**src/rtl/q_digit_collector_pkg.sv**
```systemverilog
// ============================================================================
// Module  : q_digit_collector_pkg
// Brief   : Digit encodings, state type and default sizing shared with V-logic.
// Revision: 1.0
// ============================================================================
`default_nettype none

package q_digit_collector_pkg;

   localparam int DEF_UNROLLING    = 64;
   localparam int DEF_ONLINE_DELAY = 3;
   localparam int DEF_CNT_WIDTH    = 7;

   localparam logic [1:0] DIGIT_POS  = 2'b10;
   localparam logic [1:0] DIGIT_NEG  = 2'b01;
   localparam logic [1:0] DIGIT_ZERO = 2'b00;

   typedef enum logic [1:0] {
      ST_IDLE   = 2'd0,
      ST_WARMUP = 2'd1,
      ST_ACCUM  = 2'd2,
      ST_HOLD   = 2'd3
   } state_t;

endpackage

`default_nettype wire

```
**src/rtl/q_digit_collector_otf_converter.sv**
```systemverilog
// ============================================================================
// Module  : otf_converter
// Brief   : On-the-fly signed-digit to two's-complement conversion (Q/QM pair).
// Revision: 1.0
// ============================================================================
`default_nettype none

module otf_converter #(
   parameter int WIDTH = 65
) (
   input  logic             clk,
   input  logic             rst_n,
   input  logic             clear_i,
   input  logic             beat_i,
   input  logic             pos_i,
   input  logic             neg_i,
   output logic [WIDTH-1:0] q_o
);

   logic [WIDTH-1:0] q_q;
   logic [WIDTH-1:0] qm_q;

   // QM always holds Q - ulp, so a -1 digit only needs to borrow from QM.
   always_ff @(posedge clk) begin
      if (!rst_n || clear_i) begin
         q_q  <= '0;
         qm_q <= '1;
      end else if (beat_i) begin
         if (pos_i) begin
            q_q  <= {q_q[WIDTH-2:0], 1'b1};
            qm_q <= {q_q[WIDTH-2:0], 1'b0};
         end else if (neg_i) begin
            q_q  <= {qm_q[WIDTH-2:0], 1'b1};
            qm_q <= {qm_q[WIDTH-2:0], 1'b0};
         end else begin
            q_q  <= {q_q[WIDTH-2:0], 1'b0};
            qm_q <= {qm_q[WIDTH-2:0], 1'b1};
         end
      end
   end

   assign q_o = q_q;

endmodule

`default_nettype wire

```
**src/rtl/q_digit_collector.sv**
```systemverilog
// ============================================================================
// Module  : q_digit_collector
// Brief   : Collects online-divider quotient digits into redundant vectors and
//           produces the two's-complement quotient. Macro OTF_CONV_EN selects
//           on-the-fly conversion instead of a final vector subtraction.
// Revision: 1.0
// ============================================================================
`default_nettype none

module q_digit_collector
   import q_digit_collector_pkg::*;
#(
   parameter int UNROLLING    = DEF_UNROLLING,
   parameter int ONLINE_DELAY = DEF_ONLINE_DELAY,
   parameter int CNT_WIDTH    = DEF_CNT_WIDTH
) (
   input  logic                 clk,
   input  logic                 rst_n,
   input  logic                 start_i,
   input  logic                 q_valid_i,
   input  logic [1:0]           q_value_i,
   output logic [UNROLLING-1:0] q_plus_vec_o,
   output logic [UNROLLING-1:0] q_minus_vec_o,
   output logic [CNT_WIDTH-1:0] digit_idx_o,
   output logic                 busy_o,
   output logic                 res_valid_o,
   input  logic                 res_ready_i,
   output logic [UNROLLING:0]   q_bin_o,
   output logic                 digit_err_o
);

   localparam logic [CNT_WIDTH-1:0] WARM_LAST =
      CNT_WIDTH'((ONLINE_DELAY == 0) ? 0 : ONLINE_DELAY - 1);
   localparam logic [CNT_WIDTH-1:0] ACC_LAST  = CNT_WIDTH'(UNROLLING + ONLINE_DELAY - 1);
   localparam logic [CNT_WIDTH-1:0] IDX_SAT   = CNT_WIDTH'(UNROLLING + ONLINE_DELAY);
   localparam logic [CNT_WIDTH-1:0] OD_C      = CNT_WIDTH'(ONLINE_DELAY);
   localparam logic [CNT_WIDTH-1:0] TOP_C     = CNT_WIDTH'(UNROLLING - 1);
   localparam state_t               FIRST_ST  = (ONLINE_DELAY == 0) ? ST_ACCUM : ST_WARMUP;

   state_t               state_q;
   logic [UNROLLING-1:0] q_plus_q,  q_plus_d;
   logic [UNROLLING-1:0] q_minus_q, q_minus_d;
   logic [CNT_WIDTH-1:0] digit_idx_q;
   logic                 busy_q;
   logic                 res_valid_q;
   logic                 digit_err_q;

   logic                 is_pos, is_neg, is_ill;
   logic                 accum_beat;
   logic                 start_clr;
   logic [CNT_WIDTH-1:0] bit_pos;
   logic [UNROLLING-1:0] bit_mask;

   assign is_pos     = (q_value_i == DIGIT_POS);
   assign is_neg     = (q_value_i == DIGIT_NEG);
   assign is_ill     = (q_value_i == 2'b11);
   assign accum_beat = (state_q == ST_ACCUM) && q_valid_i;
   assign start_clr  = (state_q == ST_IDLE) && start_i;

   // k = digit_idx - ONLINE_DELAY; first digit lands in the MSB.
   assign bit_pos  = TOP_C - (digit_idx_q - OD_C);
   assign bit_mask = UNROLLING'(1) << bit_pos;

   always_comb begin
      q_plus_d  = q_plus_q;
      q_minus_d = q_minus_q;
      if (is_pos) q_plus_d  = q_plus_q  | bit_mask;
      if (is_neg) q_minus_d = q_minus_q | bit_mask;
   end

   always_ff @(posedge clk) begin
      if (!rst_n) begin
         state_q     <= ST_IDLE;
         q_plus_q    <= '0;
         q_minus_q   <= '0;
         digit_idx_q <= '0;
         busy_q      <= 1'b0;
         res_valid_q <= 1'b0;
         digit_err_q <= 1'b0;
      end else begin
         case (state_q)
            ST_IDLE: begin
               if (start_i) begin
                  q_plus_q    <= '0;
                  q_minus_q   <= '0;
                  digit_idx_q <= '0;
                  digit_err_q <= 1'b0;
                  busy_q      <= 1'b1;
                  state_q     <= FIRST_ST;
               end
            end
            ST_WARMUP: begin
               if (q_valid_i) begin
                  digit_idx_q <= digit_idx_q + 1'b1;
                  if (digit_idx_q == WARM_LAST) state_q <= ST_ACCUM;
               end
            end
            ST_ACCUM: begin
               if (q_valid_i) begin
                  q_plus_q  <= q_plus_d;
                  q_minus_q <= q_minus_d;
                  if (is_ill) digit_err_q <= 1'b1;
                  if (digit_idx_q == ACC_LAST) begin
                     digit_idx_q <= IDX_SAT;
                     busy_q      <= 1'b0;
                     res_valid_q <= 1'b1;
                     state_q     <= ST_HOLD;
                  end else begin
                     digit_idx_q <= digit_idx_q + 1'b1;
                  end
               end
            end
            ST_HOLD: begin
               if (res_valid_q && res_ready_i) begin
                  res_valid_q <= 1'b0;
                  busy_q      <= 1'b0;
                  state_q     <= ST_IDLE;
               end
            end
            default: state_q <= ST_IDLE;
         endcase
      end
   end

`ifdef OTF_CONV_EN
   logic [UNROLLING:0] otf_q;

   otf_converter #(
      .WIDTH (UNROLLING + 1)
   ) u_otf (
      .clk     (clk),
      .rst_n   (rst_n),
      .clear_i (start_clr),
      .beat_i  (accum_beat),
      .pos_i   (is_pos),
      .neg_i   (is_neg),
      .q_o     (otf_q)
   );

   assign q_bin_o = (state_q == ST_HOLD) ? otf_q : '0;
`else
   logic unused_otf;
   assign unused_otf = start_clr ^ accum_beat;

   assign q_bin_o = (state_q == ST_HOLD)
                  ? ({1'b0, q_plus_q} - {1'b0, q_minus_q}) : '0;
`endif

   assign q_plus_vec_o  = q_plus_q;
   assign q_minus_vec_o = q_minus_q;
   assign digit_idx_o   = digit_idx_q;
   assign busy_o        = busy_q;
   assign res_valid_o   = res_valid_q;
   assign digit_err_o   = digit_err_q;

endmodule

`default_nettype wire
```
**config.mk**
```make
export PLATFORM = sky130hd
export DESIGN_NAME = q_digit_collector
export DESIGN_NICKNAME = d
export VERILOG_FILES = /design/src/rtl/q_digit_collector_pkg.sv /design/src/rtl/q_digit_collector_otf_converter.sv /design/src/rtl/q_digit_collector.sv
export SDC_FILE = /design/constraint.sdc
export NUM_CORES = 1
export LEC_CHECK = 0
export ABC_AREA = 1
export CAP_MARGIN = 20
export CORE_MARGIN = 1
export CORE_UTILIZATION = 55
export CTS_CLUSTER_DIAMETER = 120
export DETAILED_ROUTE_END_ITERATION = 10
export PLACE_DENSITY = 0.83
export SYNTH_ARGS = -nofsm -noshare
export SYNTH_HDL_FRONTEND = slang
export SYNTH_SLANG_ARGS = --single-unit
```
**constraint.sdc**
```tcl
create_clock -name clk -period 2.2 [get_ports clk]
set_clock_uncertainty 0.05 [all_clocks]
set_input_delay 0.22 -clock clk [delete_from_list [all_inputs] [get_ports clk]]
set_output_delay 0.22 -clock clk [all_outputs]
set_load 0.01 [all_outputs]
```
==> results of run 1 <==
[synthesized netlist by cell type (2+ instances only)]
cell type / instances / area share, %
nand2_1: 719 / 22
inv_1: 455 / 14
a21oi_1: 217 / 8.9
nor2_1: 198 / 6.1
dfxtp_1: 140 / 23
ha_1: 75 / 7.7
nand3_1: 61 / 2.5
o21ai_0: 32 / 1.3
nor2_2: 31 / 1.6
buf_2: 25 / 1.0
nand4_1: 22 / 1.1
nor3_1: 21 / 0.87
nor2_4: 20 / 1.9
a21oi_2: 11 / 0.79
xnor2_1: 10 / 0.72
clkbuf_1: 9 / 0.28
and3_1: 7 / 0.36
buf_6: 7 / 0.65
nand4_2: 7 / 0.72
nor4_1: 7 / 0.36
nand3b_1: 4 / 0.25
o21bai_1: 4 / 0.25
nand2_2: 3 / 0.15
nand2_4: 3 / 0.28
nand4_4: 3 / 0.53
a211oi_1: 2 / 0.12
a31oi_1: 2 / 0.10
buf_12: 2 / 0.33
buf_4: 2 / 0.12
inv_2: 2 / 0.062
xor2_1: 2 / 0.14
xor2_4: 2 / 0.45
[kinds of logic after synthesis]
group	count (synthesis)	share of synthesized area (%)
flip-flops	140	23.1
buffers and inverters	505	16.7
AO/OA/AOI/OAI	271	11.7
XOR/XNOR	14	1.32
adder cells (fa/ha/maj)	76	7.89
AND/OR/NAND/NOR	1109	39.2
[metrics by stage]
stage	hold WS [ns]	setup TNS [ns]	instances	setup WS (ns)	area (um2)
after floorplan	0.308	0	2115	0.0156	12200
after global placement	0.408	-32.68	2952	-0.736	17400
after detailed placement	0.418	-36.66	2952	-0.783	17400
==> qor.txt, run 1 <==
Asr flop ratio synth - 0%
Routability cong. - 1.04
Total clock sinks - 140
Post-Synthesis Cells - 2115
Die X - 151 um
IO Pins - 210
Post-synth EDFFs - 0
CTS H-tree lvls - 4
Most used flip-flop cell after synthesis - dfxtp_1
Sequential element share of the synthesized area - 23.1%
Syn Area/Cell - 5.74 um2
Post_cts resized - 955
Mapped Area - 12100 um2
Post-Syn Nets - 2198
Library cells used by synthesis - 42
Die Ht - 151 um
Row cnt - 53
CTS Buffer Depth - 2
Synth Register Bits - 140
Outcome - stopped before the end
Port Buffers - 209
Setup Buffers After CTS - 68
Initial core utilization - 56.9%
TritonCTS Buffers - 17
Post-detail-place hpwl - 41500 um
Root buf cell - clkbuf_16
Hold buffer count at cts - 0
YS warnings - 0
Halt Reason - [ERROR DPL-0033] detailed placement checks failed during check placement.
Stage reached - clock tree synthesis (4_1_cts)
==> run 2, diff against run 1 <==
--- a/config.mk
+++ b/config.mk
@@ -8,10 +8,9 @@
 export ABC_AREA = 1
 export CAP_MARGIN = 20
 export CORE_MARGIN = 1
-export CORE_UTILIZATION = 55
-export CTS_CLUSTER_DIAMETER = 120
+export CORE_UTILIZATION = 40
 export DETAILED_ROUTE_END_ITERATION = 10
-export PLACE_DENSITY = 0.83
+export PLACE_DENSITY_LB_ADDON = 0.15
 export SYNTH_ARGS = -nofsm -noshare
 export SYNTH_HDL_FRONTEND = slang
 export SYNTH_SLANG_ARGS = --single-unit
==> qor.txt, run 2 <==
Hold Path Origin - res_valid_o
Final WS setup - -0.673 ns
CTS tree - built
CP Launch Type - flip-flop
Outcome - finished with violations
Setup TNS - -32.10 ns
Row cnt - 63 (+19%)
Root buf cell - clkbuf_16
YS warnings - 0 (unchanged)
FILL cells - 2162
CTS H-tree lvls - 4 (unchanged)
Vias in the first global route - 15600
Final core utilization - 77.6%
Minimum clock period - 2.87 ns
Worst-path clk slew - 0.06 ns
Post-detail-place hpwl - 43300 um (+4.4%)
Initial core utilization - 40.9% (-16 points)
Global-route wire length before repair - 84100 um
Area contributors post-synth - dfxtp_1, nand2_1, inv_1, a21oi_1, ha_1
Largest net degree at the start of global routing - 53
Total clock sinks - 140 (unchanged)
CP Capture Type - output port
Worst hold stages - 2
Mapped Area - 12100 um2 (unchanged)
WL per Instance - 19.2 um
Hold WS - 0.434 ns
Reg-to-reg startpoint - state_q[0]
IO Pins - 210 (unchanged)
Drt total wl - 62200 um
Synthesis-to-finish area growth - 89.8%
Asr flop ratio synth - 0% (unchanged)
Multiplexer area fraction after synthesis - 0% (unchanged)
Fin cells - 3236
Worst slew pin tran - 0.405 ns
Via count - 16800
Nets@finish - 2916
Critical path origin - q_plus_vec_o[0]
Post-route ant nets - 0
Worst rel slew slack - 72.8%
TritonCTS Buffers - 17 (unchanged)
Most used flip-flop cell after synthesis - dfxtp_1
Core area - 29700 um2
Leak Pwr - 10.5 nW
Max-Cap Viols - 0
Fraction of layout cells with a size suffix above 1 - 51.6%
R2R depth - 13
Die X - 176 um (+17%)
Share of the synthesized area in the top cell type - 23.1% (unchanged)
Commonest non-fill, non-tap cells in the layout - nand2_1, buf_4, inv_1
Top-count cell post-synth - nand2_1
Max-slew violations - 0
Post-Synth Simple-Gate Area - 39.2% (unchanged)
Design area - 23000 um2
Synth Register Bits - 140 (unchanged)
Worst Path Required - 1.93 ns
Commonest non-fill, non-tap cell in the layout - nand2_1
Final setup fails - 61
Vias per std cell - 5.20
Routability cong. - 0.967 (-6.9%)
DRC violation total after the first TritonRoute iteration - 1470
Period utilization - 131%
Hold WC Path Type - flip-flop to flip-flop
Failing checks - negative setup slack
Global Route Usage Sum - 35.5%
Max FO, Critical Path - 3
Post-synth EDFFs - 0 (unchanged)
Port Buffers - 209 (unchanged)
Post-Syn Nets - 2198 (unchanged)
Place WS - -0.853 ns (-0.0697 ns)
Total chip power - 9.65 mW
Max Clock Freq - 348 MHz
Die area - 31100 um2
DRC - 0
CTS Buffer Depth - 2 (unchanged)
Library cells used by synthesis - 42 (unchanged)
Synth Area in Compound Gates - 11.7% (unchanged)
GRT overflow - 0
1st-pass router iterations - 6
Syn Area/Cell - 5.74 um2 (unchanged)
Main combinational cell family by area after synthesis - simple AND/OR/NAND/NOR gates
Maximum vdd drop - 1.03 mV
Sequential element share of the synthesized area - 23.1% (unchanged)
Ant. Diodes - 0
Critical Path AT - 2.60 ns
RSZ-0062 raised after global routing - true
Hold Vio Cnt, Final - 0
Post-Synth XOR/XNOR Area - 1.32% (unchanged)
Die Ht - 176 um (+17%)
Hold buffer count at cts - 0 (unchanged)
Area leader, netlist - dfxtp_1
Area after DPL - 17800 um2 (+2.4%)
Clk Latency, worst-skew pair - 0.44 ns
Post-Synthesis Cells - 2115 (unchanged)
Adder-Cell Fraction of Synth Area - 7.89% (unchanged)
Synth cell count leaders - nand2_1, inv_1, a21oi_1
Dpl cells - 3103 (+5.1%)
WS Path Type - flip-flop to output port
Initial antenna violation count - 1
Pwr/cell area - 419 nW/um2
[run 2: final timing paths]
check / end / slack (ns)
worst max-delay path: q_bin_o[28] / -0.67
worst min register to register: res_valid_o / 0.43
worst max register to register: q_plus_vec_o[13] / 0.02
worst min-delay path: res_valid_o / 0.43
[run 2: cells by family (layout without fill, tap and decap cells)]
group | after synthesis | after routing
buf+inv | 505 | 1235
simple gates | 1109 | 1109
xor+xnor | 14 | 15
compound gates | 271 | 271
fa+ha+maj | 76 | 76
flops | 140 | 140
[run 2: area by class of cell]
class	count	area (um2)	area share [%]
clock buffers	18	429	1.86
clock inverters	14	113	0.489
well taps	390	488	2.12
repair buffers	744	6450	28.0
flip-flops and latches	140	2900	12.6
inverters	459	1770	7.67
multi-input cells	1471	10900	47.3
[run 2: repair_timing]
action | CTS | global route
endpoints found under the hold margin | 0 | 0
setup buffers | 38 | 56
cloned | 0 | 12
setup endpoints to repair | 65 | 195
gates resized for setup | 871 | 468
pin swaps | 114 | 193
[run 2: routing by layer]
metal,track usage [%],routed length [um]
met5,0,0
met4,12.2,2690
met3,4.76,4620
met2,60.1,29300
met1,46.1,25600
[run 2: worst max-delay path, cell delays in order (launching register included)]
cell,delay (ns)
dfxtp_2,0.34
inv_2,0.06
ha_4,0.15
fa_2,0.34
inv_2,0.09
nand3_4,0.13
nand2_4,0.11
nand3_2,0.08
nand3b_1,0.19
buf_6,0.13
nand2_4,0.05
nand2_8,0.09
buf_6,0.10
xnor2_2,0.10
nor2_1,0.05
buf_2,0.14
[run 2: power by group]
group	internal (mW)	switching [mW]
logic	1.66	2.65
registers	2.58	0.0283
clock network	1.46	1.27
No activity file was read; power rests on OpenSTA's default activity.
